### config.mk
export PLATFORM = sky130hd
export DESIGN_NAME = fp_align_sequencer
export DESIGN_NICKNAME = d
export VERILOG_FILES = /design/src/rtl/fp_align_sequencer.sv
export SDC_FILE = /design/constraint.sdc
export NUM_CORES = 1
export LEC_CHECK = 0
export ABC_AREA = 0
export CORE_UTILIZATION = 49
export CTS_BUF_LIST = sky130_fd_sc_hd__clkbuf_4 sky130_fd_sc_hd__clkbuf_8
export DETAILED_ROUTE_END_ITERATION = 8
export PLACE_DENSITY_LB_ADDON = 0.15
export SYNTH_ARGS = -nofsm -noshare
export SYNTH_HDL_FRONTEND = slang
export SYNTH_SLANG_ARGS = --single-unit
### constraint.sdc
create_clock -name clk -period 3.5 [get_ports clk]
set_input_delay 1.05 -clock clk [delete_from_list [all_inputs] [get_ports clk]]
set_output_delay 1.05 -clock clk [all_outputs]
set_load 0.02 [all_outputs]
### src/rtl/fp_align_sequencer.sv
// Iterative mantissa alignment front end for the FP adder: accepts an operand pair,
// shifts the smaller-exponent mantissa SHIFT_STEP bits per cycle and collects G/R/S.
// Optional performance counters are enabled with `define ALIGN_PERF_CNT_EN.
module fp_align_sequencer #(
    parameter int SHIFT_STEP = 4,
    parameter int MAX_SHIFT  = 26
) (
    input  logic        clk,
    input  logic        rst_n,
    input  logic        flush,
    input  logic        in_valid,
    output logic        in_ready,
    input  logic        signA,
    input  logic        signB,
    input  logic [7:0]  exponentA,
    input  logic [7:0]  exponentB,
    input  logic [22:0] mantissaA,
    input  logic [22:0] mantissaB,
    output logic        out_valid,
    input  logic        out_ready,
    output logic        signAOut,
    output logic        signBOut,
    output logic [7:0]  exponentOut,
    output logic [23:0] alignedMantissaA,
    output logic [23:0] alignedMantissaB,
    output logic        guardBit,
    output logic        roundBit,
    output logic        stickyBit,
    output logic [1:0]  specialCase,
    output logic        busy
`ifdef ALIGN_PERF_CNT_EN
    ,
    output logic [15:0] alignCycleCount,
    output logic [15:0] alignOpCount
`endif
);

    typedef enum logic [1:0] {
        ST_IDLE  = 2'd0,
        ST_SHIFT = 2'd1,
        ST_DONE  = 2'd2
    } state_t;

    localparam logic [7:0] STEP_L    = 8'(SHIFT_STEP);
    localparam logic [7:0] MAX_SHIFT_L = 8'(MAX_SHIFT);

    // Extended mantissa: hidden bit, fraction, two guard/round positions.
    function automatic logic [25:0] f_extend(input logic exp_zero, input logic [22:0] frac);
        f_extend = {~exp_zero, frac, 2'b00};
    endfunction

    function automatic logic [7:0] f_min8(input logic [7:0] a, input logic [7:0] b);
        f_min8 = (a < b) ? a : b;
    endfunction

    state_t      state_q, state_d;
    logic [25:0] shreg_q, shreg_d;
    logic [7:0]  rem_q, rem_d;
    logic        acc_q, acc_d;
    logic        shift_b_q, shift_b_d;
    logic        sign_a_q, sign_a_d;
    logic        sign_b_q, sign_b_d;
    logic [7:0]  exp_q, exp_d;
    logic [23:0] mant_a_q, mant_a_d;
    logic [23:0] mant_b_q, mant_b_d;
    logic        guard_q, guard_d;
    logic        round_q, round_d;
    logic        sticky_q, sticky_d;
    logic [1:0]  special_q, special_d;
    logic        out_valid_q, out_valid_d;

    logic        a_ff_s, b_ff_s, a_zero_s, b_zero_s, shift_b_s;
    logic [25:0] ext_a_s, ext_b_s, small_ext_s;
    logic [23:0] pass_mant_s;
    logic [7:0]  diff_s, big_exp_s;
    logic [7:0]  step_n_s, rem_nxt_s;
    logic [25:0] mask_s, shreg_nxt_s;
    logic        acc_nxt_s;

    assign a_ff_s    = (exponentA == 8'hFF);
    assign b_ff_s    = (exponentB == 8'hFF);
    assign a_zero_s  = (exponentA == 8'h00);
    assign b_zero_s  = (exponentB == 8'h00);
    // B is the shifted operand whenever A's exponent is at least as large (ties shift nothing).
    assign shift_b_s = (exponentA >= exponentB);
    assign diff_s    = shift_b_s ? (exponentA - exponentB) : (exponentB - exponentA);
    assign big_exp_s = shift_b_s ? exponentA : exponentB;
    assign ext_a_s   = f_extend(a_zero_s, mantissaA);
    assign ext_b_s   = f_extend(b_zero_s, mantissaB);
    assign small_ext_s = shift_b_s ? ext_b_s : ext_a_s;
    assign pass_mant_s = shift_b_s ? ext_a_s[25:2] : ext_b_s[25:2];

    assign step_n_s    = f_min8(STEP_L, rem_q);
    assign mask_s      = (26'd1 << step_n_s) - 26'd1;
    assign shreg_nxt_s = shreg_q >> step_n_s;
    assign acc_nxt_s   = acc_q | (|(shreg_q & mask_s));
    assign rem_nxt_s   = rem_q - step_n_s;

    // Next-state and next-result computation for the alignment FSM.
    always_comb begin
        state_d     = state_q;
        shreg_d     = shreg_q;
        rem_d       = rem_q;
        acc_d       = acc_q;
        shift_b_d   = shift_b_q;
        sign_a_d    = sign_a_q;
        sign_b_d    = sign_b_q;
        exp_d       = exp_q;
        mant_a_d    = mant_a_q;
        mant_b_d    = mant_b_q;
        guard_d     = guard_q;
        round_d     = round_q;
        sticky_d    = sticky_q;
        special_d   = special_q;
        out_valid_d = out_valid_q;
        if (flush) begin
            state_d     = ST_IDLE;
            shreg_d     = 26'd0;
            rem_d       = 8'd0;
            acc_d       = 1'b0;
            shift_b_d   = 1'b0;
            sign_a_d    = 1'b0;
            sign_b_d    = 1'b0;
            exp_d       = 8'd0;
            mant_a_d    = 24'd0;
            mant_b_d    = 24'd0;
            guard_d     = 1'b0;
            round_d     = 1'b0;
            sticky_d    = 1'b0;
            special_d   = 2'b00;
            out_valid_d = 1'b0;
        end else begin
            case (state_q)
                ST_IDLE: begin
                    if (in_valid) begin
                        sign_a_d = signA;
                        sign_b_d = signB;
                        guard_d  = 1'b0;
                        round_d  = 1'b0;
                        sticky_d = 1'b0;
                        if (a_ff_s || b_ff_s) begin
                            exp_d       = 8'hFF;
                            special_d   = 2'b10;
                            mant_a_d    = {~a_ff_s, mantissaA};
                            mant_b_d    = {~b_ff_s, mantissaB};
                            state_d     = ST_DONE;
                            out_valid_d = 1'b1;
                        end else if (a_zero_s && b_zero_s) begin
                            exp_d       = 8'h00;
                            special_d   = 2'b01;
                            mant_a_d    = {1'b0, mantissaA};
                            mant_b_d    = {1'b0, mantissaB};
                            state_d     = ST_DONE;
                            out_valid_d = 1'b1;
                        end else begin
                            special_d = (a_zero_s || b_zero_s) ? 2'b01 : 2'b00;
                            exp_d     = big_exp_s;
                            shift_b_d = shift_b_s;
                            if (diff_s == 8'd0) begin
                                mant_a_d    = ext_a_s[25:2];
                                mant_b_d    = ext_b_s[25:2];
                                state_d     = ST_DONE;
                                out_valid_d = 1'b1;
                            end else begin
                                if (shift_b_s) begin
                                    mant_a_d = pass_mant_s;
                                    mant_b_d = 24'd0;
                                end else begin
                                    mant_a_d = 24'd0;
                                    mant_b_d = pass_mant_s;
                                end
                                if (diff_s >= MAX_SHIFT_L) begin
                                    sticky_d    = |small_ext_s;
                                    state_d     = ST_DONE;
                                    out_valid_d = 1'b1;
                                end else begin
                                    shreg_d = small_ext_s;
                                    rem_d   = diff_s;
                                    acc_d   = 1'b0;
                                    state_d = ST_SHIFT;
                                end
                            end
                        end
                    end else begin
                        state_d = ST_IDLE;
                    end
                end
                ST_SHIFT: begin
                    shreg_d = shreg_nxt_s;
                    rem_d   = rem_nxt_s;
                    acc_d   = acc_nxt_s;
                    if (rem_nxt_s == 8'd0) begin
                        if (shift_b_q) begin
                            mant_b_d = shreg_nxt_s[25:2];
                        end else begin
                            mant_a_d = shreg_nxt_s[25:2];
                        end
                        guard_d     = shreg_nxt_s[1];
                        round_d     = shreg_nxt_s[0];
                        sticky_d    = acc_nxt_s;
                        state_d     = ST_DONE;
                        out_valid_d = 1'b1;
                    end else begin
                        state_d = ST_SHIFT;
                    end
                end
                ST_DONE: begin
                    if (out_ready) begin
                        state_d     = ST_IDLE;
                        out_valid_d = 1'b0;
                    end else begin
                        state_d = ST_DONE;
                    end
                end
                default: begin
                    state_d     = ST_IDLE;
                    out_valid_d = 1'b0;
                end
            endcase
        end
    end

    // State and result registers.
    always_ff @(posedge clk or negedge rst_n) begin
        if (!rst_n) begin
            state_q     <= ST_IDLE;
            shreg_q     <= 26'd0;
            rem_q       <= 8'd0;
            acc_q       <= 1'b0;
            shift_b_q   <= 1'b0;
            sign_a_q    <= 1'b0;
            sign_b_q    <= 1'b0;
            exp_q       <= 8'd0;
            mant_a_q    <= 24'd0;
            mant_b_q    <= 24'd0;
            guard_q     <= 1'b0;
            round_q     <= 1'b0;
            sticky_q    <= 1'b0;
            special_q   <= 2'b00;
            out_valid_q <= 1'b0;
        end else begin
            state_q     <= state_d;
            shreg_q     <= shreg_d;
            rem_q       <= rem_d;
            acc_q       <= acc_d;
            shift_b_q   <= shift_b_d;
            sign_a_q    <= sign_a_d;
            sign_b_q    <= sign_b_d;
            exp_q       <= exp_d;
            mant_a_q    <= mant_a_d;
            mant_b_q    <= mant_b_d;
            guard_q     <= guard_d;
            round_q     <= round_d;
            sticky_q    <= sticky_d;
            special_q   <= special_d;
            out_valid_q <= out_valid_d;
        end
    end

    assign in_ready         = (state_q == ST_IDLE);
    assign busy             = (state_q != ST_IDLE);
    assign out_valid        = out_valid_q;
    assign signAOut         = sign_a_q;
    assign signBOut         = sign_b_q;
    assign exponentOut      = exp_q;
    assign alignedMantissaA = mant_a_q;
    assign alignedMantissaB = mant_b_q;
    assign guardBit         = guard_q;
    assign roundBit         = round_q;
    assign stickyBit        = sticky_q;
    assign specialCase      = special_q;

`ifdef ALIGN_PERF_CNT_EN
    logic [15:0] cyc_cnt_q, cyc_cnt_d;
    logic [15:0] op_cnt_q, op_cnt_d;

    // Saturating counters; flush deliberately leaves them untouched.
    always_comb begin
        cyc_cnt_d = cyc_cnt_q;
        op_cnt_d  = op_cnt_q;
        if ((state_q == ST_SHIFT) && (cyc_cnt_q != 16'hFFFF)) begin
            cyc_cnt_d = cyc_cnt_q + 16'd1;
        end else begin
            cyc_cnt_d = cyc_cnt_q;
        end
        if ((state_q == ST_DONE) && out_ready && !flush && (op_cnt_q != 16'hFFFF)) begin
            op_cnt_d = op_cnt_q + 16'd1;
        end else begin
            op_cnt_d = op_cnt_q;
        end
    end

    // Counter registers, cleared only by the hardware reset.
    always_ff @(posedge clk or negedge rst_n) begin
        if (!rst_n) begin
            cyc_cnt_q <= 16'd0;
            op_cnt_q  <= 16'd0;
        end else begin
            cyc_cnt_q <= cyc_cnt_d;
            op_cnt_q  <= op_cnt_d;
        end
    end

    assign alignCycleCount = cyc_cnt_q;
    assign alignOpCount    = op_cnt_q;
`endif

endmodule

* Yosys cells after proc, flatten, opt, wreduce, memory -nomap -nowiden
Cells that the tools add are included.
** Storage, ports and cells
- Word-level logic and storage cells :: 166
- Output and inout port bits :: 66
- Memories kept :: 0
- Bits of input ports :: 69
- Memory bits (read-only) :: 0
- Latch bits :: 0
- RAM bits :: 0
- Bits in registers :: 102
** Operators by class
- Add/sub/neg operators :: 4
- Bitwise logic cells :: 6
- Equal/unequal tests :: 16
- Divide/modulo/power cells :: 0
- Reductions and logical operators :: 21
- Mux-type cells :: 99
- Magnitude comparators :: 3
- $mul :: 0
- Shifts and indexed selects :: 2
** Operators by type and width (number)
- two-way mux 24 bit :: 17
- two-way mux 26 bit :: 7
- two-way mux 8 bit :: 14
- case mux 24 bit (2 select lines) :: 2
- case mux 26 bit (2 select lines) :: 1
- OR reduction 26 bit :: 2
- two-way mux 1 bit :: 39
- zero test 8 bit :: 4
- inequality test 3 bit, second input constant :: 9
- bitwise AND 26 bit :: 1
- left shift 1 x 8 -> 26 bit, first input constant :: 1
- right shift 26 x 8 -> 26 bit :: 1
- subtractor 26 x 1 -> 26 bit, second input constant :: 1
- two-way mux 2 bit :: 12
- subtractor 8 bit :: 3
- == test 8 bit, second input constant :: 2
- case mux 8 bit (2 select lines) :: 1
- AND reduction 4 bit :: 4
- >= comparator 8 x 5 -> 1 bit, second input constant :: 1
- >= comparator 8 bit :: 1
- less-than comparator 3 x 8 -> 1 bit, first input constant :: 1
- case mux 1 bit (2 select lines) :: 4
- inequality test 6 x 2 -> 1 bit, second input constant :: 1
- case mux 2 bit (3 select lines) :: 1
- 14 further kinds :: 21

* Depth between registers and ports, before layout
Gate-level depths: netlist of run 1.
- Word-level depth :: 11
- Gate-level depth with buffers :: 16
- Mapped depth without buffers :: 13

* Least setup slack after synthesis of run 1
Ideal clock, no wire load.
- Path kind :: input to register
- From :: in exponentA[2]
- To :: reg mant_b_q[13], in the netlist alignedMantissaB[13]
- Buffers on the path :: 3
- Path slack :: -0.648 ns
- Arrival time :: 4.074 ns
- Data required time :: 3.426 ns
- Library setup time :: 0.074 ns
- Stages :: 14
- Cell sequence :: inv_1 > ha_1 > buf_4 > and3b_1 > or3_1 > a211oi_1 > a211oi_1 > nor4b_4 > or4b_1 > buf_2 > a311oi_4 > buf_6 > a21oi_2 > o21ai_2
** Between the ends
- Longest elaborated chain between the ends :: 9
- Elaborated cells on any way between the ends :: 17
- Classes of those cells :: add/sub (2); order compare (1); eq/ne (1); mux (9); reduce/logical (4)
** Ends and longest elaborated chain
- start: declaration :: line 15 : input logic [7:0] exponentA,
- subtractor 8 bit or >= comparator 8 bit (tied branches) :: line 86, 85
- two-way mux 8 bit or two-way mux 24 bit (tied branches) :: line 86, 91
- zero test 8 bit or two-way mux 24 bit (tied branches) :: line 159, 165
- two-way mux 24 bit :: line 159 : if (diff_s == 8'd0) begin
- two-way mux 24 bit :: line 148 : end else if (a_zero_s && b_zero_s) begin
- two-way mux 24 bit * :: line 141 : if (a_ff_s || b_ff_s) begin
- two-way mux 24 bit * :: line 135 : if (in_valid) begin
- case mux 24 bit (2 select lines) * :: line 133 : case (state_q)
- two-way mux 24 bit * :: line 116 : if (flush) begin
- end signal: assignment :: line 251 : mant_b_q <= mant_b_d;
- end: declaration :: line 65 : logic [23:0] mant_b_q, mant_b_d;
Every way passes the cells marked *; elsewhere a longest branch is shown, timed or not. The select of a mux whose other input is x is not followed.
A chain may end at the register's enable or synchronous reset.

* Worst setup path after layout of run 1
- From :: in exponentA[1]
- To :: reg mant_b_q[14], in the netlist alignedMantissaB[14]
Same word-level chain as after synthesis.

==> results of run 1 <==
[sequential cells by signal, summed over array words and instances (netlist names)]
name / flops
out_valid: 1
signAOut: 1
signBOut: 1
specialCase: 2
guardBit: 1
shift_b_q: 1
state_q: 2
exponentOut: 8
roundBit: 1
alignedMantissaB: 24
stickyBit: 1
shreg_q: 26
alignedMantissaA: 24
rem_q: 8
acc_q: 1
[critical path, delay by kind of cell]
| kind | cells | cell delay [ns] |
|---|---|---|
| buffers and inverters | 6 | 0.83 |
| adders and majority gates | 1 | 0.42 |
| and+or+nand+nor | 3 | 0.93 |
| AOI/OAI and AO/OA | 6 | 0.92 |
[synthesized netlist by cell type (all sizes together) (17+ instances only)]
cell type,count,area share
dfrtp,102,0.35
a211oi,20,0.021
nand2,121,0.063
o21ai,94,0.070
mux2i,56,0.078
a21oi,81,0.061
nor2,73,0.039
ha,17,0.030
a32o,19,0.026
inv,30,0.016
clkbuf,47,0.025
nor4,19,0.017
[timing repair]
item | 4_1_cts | 5_1_grt
hold endpoints to repair | 0 | 0
cloned | 5 | 1
resized for setup | 143 | 52
setup endpoints to repair | 87 | 87
pin swaps | 45 | 29
setup buffers | 17 | 2
hold buffers | 0 | 0
[how the worst max path moves through the flow]
stage,from,end,slack [ns],depth (start not counted)
2_1_floorplan,exponentA[5],alignedMantissaA[13]$_DFFE_PN0P_,-0.46,14
3_3_place_gp,exponentA[0],alignedMantissaA[4]$_DFFE_PN0P_,-0.99,16
3_5_place_dp,exponentB[7],alignedMantissaA[5]$_DFFE_PN0P_,-1.10,13
4_1_cts,exponentA[0],alignedMantissaA[11]$_DFFE_PN0P_,-0.25,18
5_1_grt,exponentA[0],alignedMantissaB[10]$_DFFE_PN0P_,-0.41,18
6_report,exponentA[1],alignedMantissaB[14]$_DFFE_PN0P_,-0.33,16
[layer usage]
layer	track usage	wire length [um]	vias up	part of all wire
met4	0.129	677	0	0.026
li1	-	-	3607	-
met3	0.0890	2630	72	0.10
met5	0	0	-	0
met1	0.485	11200	3861	0.43
met2	0.505	11400	452	0.44
[cell families (layout without fill, tap and decap cells)]
group | Yosys count | in the layout | share of synthesized area
buffers and inverters | 89 | 313 | 0.0508
AOI/OAI and AO/OA | 292 | 292 | 0.273
xor gates and xnor gates | 8 | 8 | 0.00973
adders and majority gates | 19 | 19 | 0.0351
other | 1 | 1 | 0.000521
DFF | 102 | 102 | 0.355
and+or+nand+nor | 286 | 286 | 0.183
muxes | 66 | 66 | 0.0935
[per-stage QoR]
| step | area, sq um | power, W | worst slack, ns |
|---|---|---|---|
| after floorplan | 7340 | 0.00231 | -0.460 |
| after global placement | 9560 | 0.00301 | -0.994 |
| after detailed placement | 9560 | 0.00304 | -1.10 |
| after CTS | 10300 | 0.00401 | -0.251 |
| after global routing | 10500 | 0.00430 | -0.407 |
| final | 10500 | 0.00411 | -0.333 |
[final cells by class]
cell class,count,area share
flip-flops and latches,102,0.243
clock inverters,6,0.00715
multi-input cells,672,0.466
clock buffers,10,0.0131
repair buffers,267,0.237
well taps,180,0.0215
inverters,30,0.0124
[where the power goes]
group	internal, W	total (W)	switching, W
clock network	0.000363	0.000846	0.000483
registers	0.00131	0.00142	0.000115
logic	0.000824	0.00185	0.00102
total	0.00249	0.00411	0.00162
==> impl_metrics.py, run 1 <==
metrics = {
    "setup_path": {
        "cp_slowest_stage_delay_ns": 0.55,
        "cp-start-kind": "primary input",
        "path_max_fanout": 5,
        "crit_chain": "buf_2 -> buf_6 -> fa_2 -> nand3_4 -> a31oi_4 -> buf_12 -> a211oi_4 -> a211oi_4 -> nor4b_4 -> or4b_4 -> a311oi_4 -> buf_6 -> buf_12 -> buf_16 -> a21oi_2 -> o21ai_2",
        "arrival_ns": 4.18,
        "ff2ff_path_depth": 15,
        "cp.required_ns": 3.85,
        "path_class": "primary input to flop",
        "worst_path_max_delay_cell": "or4b_4",
        "reg2reg_from": "rem_q[3]$_DFFE_PN0P_",
        "worstReg2RegEnd": "alignedMantissaA[7]$_DFFE_PN0P_",
        "critPathCaptureType": "flop",
        "ff2ff_setup_slack_ns": 0.16,
    },
    "timing": {
        "worst_pin_slew_ns": 0.984,
        "hold_ws_ns": 0.476,
        "relSlewSlack": 0.339,
        "fmax_ghz": 0.261,
        "final.min_clock_period_ns": 3.83,
        "setup_ws_ns": -0.333,
        "slew_viol_final": 0,
        "hold_viol_final": 0,
        "min_period_over_period": 1.10,
        "tns_ns": -15.06,
        "skew_ns": 0.0195,
        "rsz0062_at_grt": "yes",
        "setup_viol_count_final": 76,
    },
    "drt": {
        "drt_iter0_markers": 804,
        "route.detailed.drc": 0,
        "ant_nets": 0,
        "vias": 7992,
        "wirelength_um": 25900,
        "dr.pass1.iters": 8,
        "viasPerCell": 6.31,
        "wire_per_inst_um": 20.4,
    },
    "global_route": {
        "grt_pass1_vias": 7728,
        "grt_start_max_net_pins": 55,
        "grt-ovfl-total": 0,
        "track_usage": 0.345,
        "antenna_found_initial": 0,
        "grt_pass1_wl_um": 40100,
    },
    "synth": {
        "async_flop_share": 1.00,
        "syn_nets": 951,
        "synth-edff-count": 0,
        "synth_warnings": 0,
        "synth_ff_type": "dfrtp_1",
        "synth_cell_types": 69,
        "syn_area_sq_um": 7200,
        "synth_seq_cells": 102,
        "yosysSeqAreaShare": 0.355,
        "synthCells": 863,
        "synth.avg_cell_area_sq_um": 8.34,
    },
    "power_and_ir_drop": {
        "peakVddDrop_v": 0.000236,
        "leakagePower_nw": 4.66,
        "power_density_nw_per_um2": 392,
    },
    "cts": {
        "htreeDepth": 3,
        "root_buffer": "clkbuf_8",
        "cts_num_sinks": 102,
        "insertion_delay_ns": 0.41,
        "clock_path_buffers": 2,
        "cts_tree": "built",
        "path_clk_slew_ns": 0.11,
        "cts_buffers": 9,
    },
    "placement": {
        "dp_cells": 1228,
        "place_congestion": 0.899,
        "hpwl_um": 17500,
        "io_buffers": 134,
    },
    "floorplan": {
        "die_h_um": 123,
        "coreArea_sq_um": 14100,
        "die_area_sq_um": 15200,
        "dieWidth_um": 123,
        "rows": 43,
        "start_util": 0.511,
        "ios": 135,
    },
    "flow_run": {
        "cap_violations": 0,
    },
    "finish": {
        "final_cell_mix": "nand2_1, clkdlybuf4s50_1, buf_4",
        "final_nets": 1170,
        "final_util": 0.745,
        "n_antenna_cell": 0,
        "fill_cells": 1033,
        "multiInputGateArea_sq_um": 4890,
        "stdcell_count": 1267,
        "drive_above_1_share": 0.281,
        "regArea_sq_um": 2550,
        "area_delta_synth_final_pct": 45.9,
    },
    "run_status": {
        "violations": "negative setup slack",
        "outcome": "finished, violations left",
    },
    "worst_hold_path": {
        "hold_path_end": "guardBit$_DFFE_PN0P_",
        "hp-start": "guardBit$_DFFE_PN0P_",
        "hold_depth": 2,
        "hp-class": "flop to flop",
    },
}
(Power assumes the default switching activity.)
==> run 2: changes to the inputs <==
--- a/config.mk
+++ b/config.mk
@@ -7,7 +7,7 @@
 export LEC_CHECK = 0
 export ABC_AREA = 0
 export CORE_UTILIZATION = 49
-export CTS_BUF_LIST = sky130_fd_sc_hd__clkbuf_4 sky130_fd_sc_hd__clkbuf_8
+export CTS_BUF_LIST = sky130_fd_sc_hd__clkbuf_2 sky130_fd_sc_hd__clkbuf_4 sky130_fd_sc_hd__clkbuf_8
 export DETAILED_ROUTE_END_ITERATION = 8
 export PLACE_DENSITY_LB_ADDON = 0.15
 export SYNTH_ARGS = -nofsm -noshare
==> results of run 2 <==
The final DEF is identical to that of run 1; final timing and power are the same.
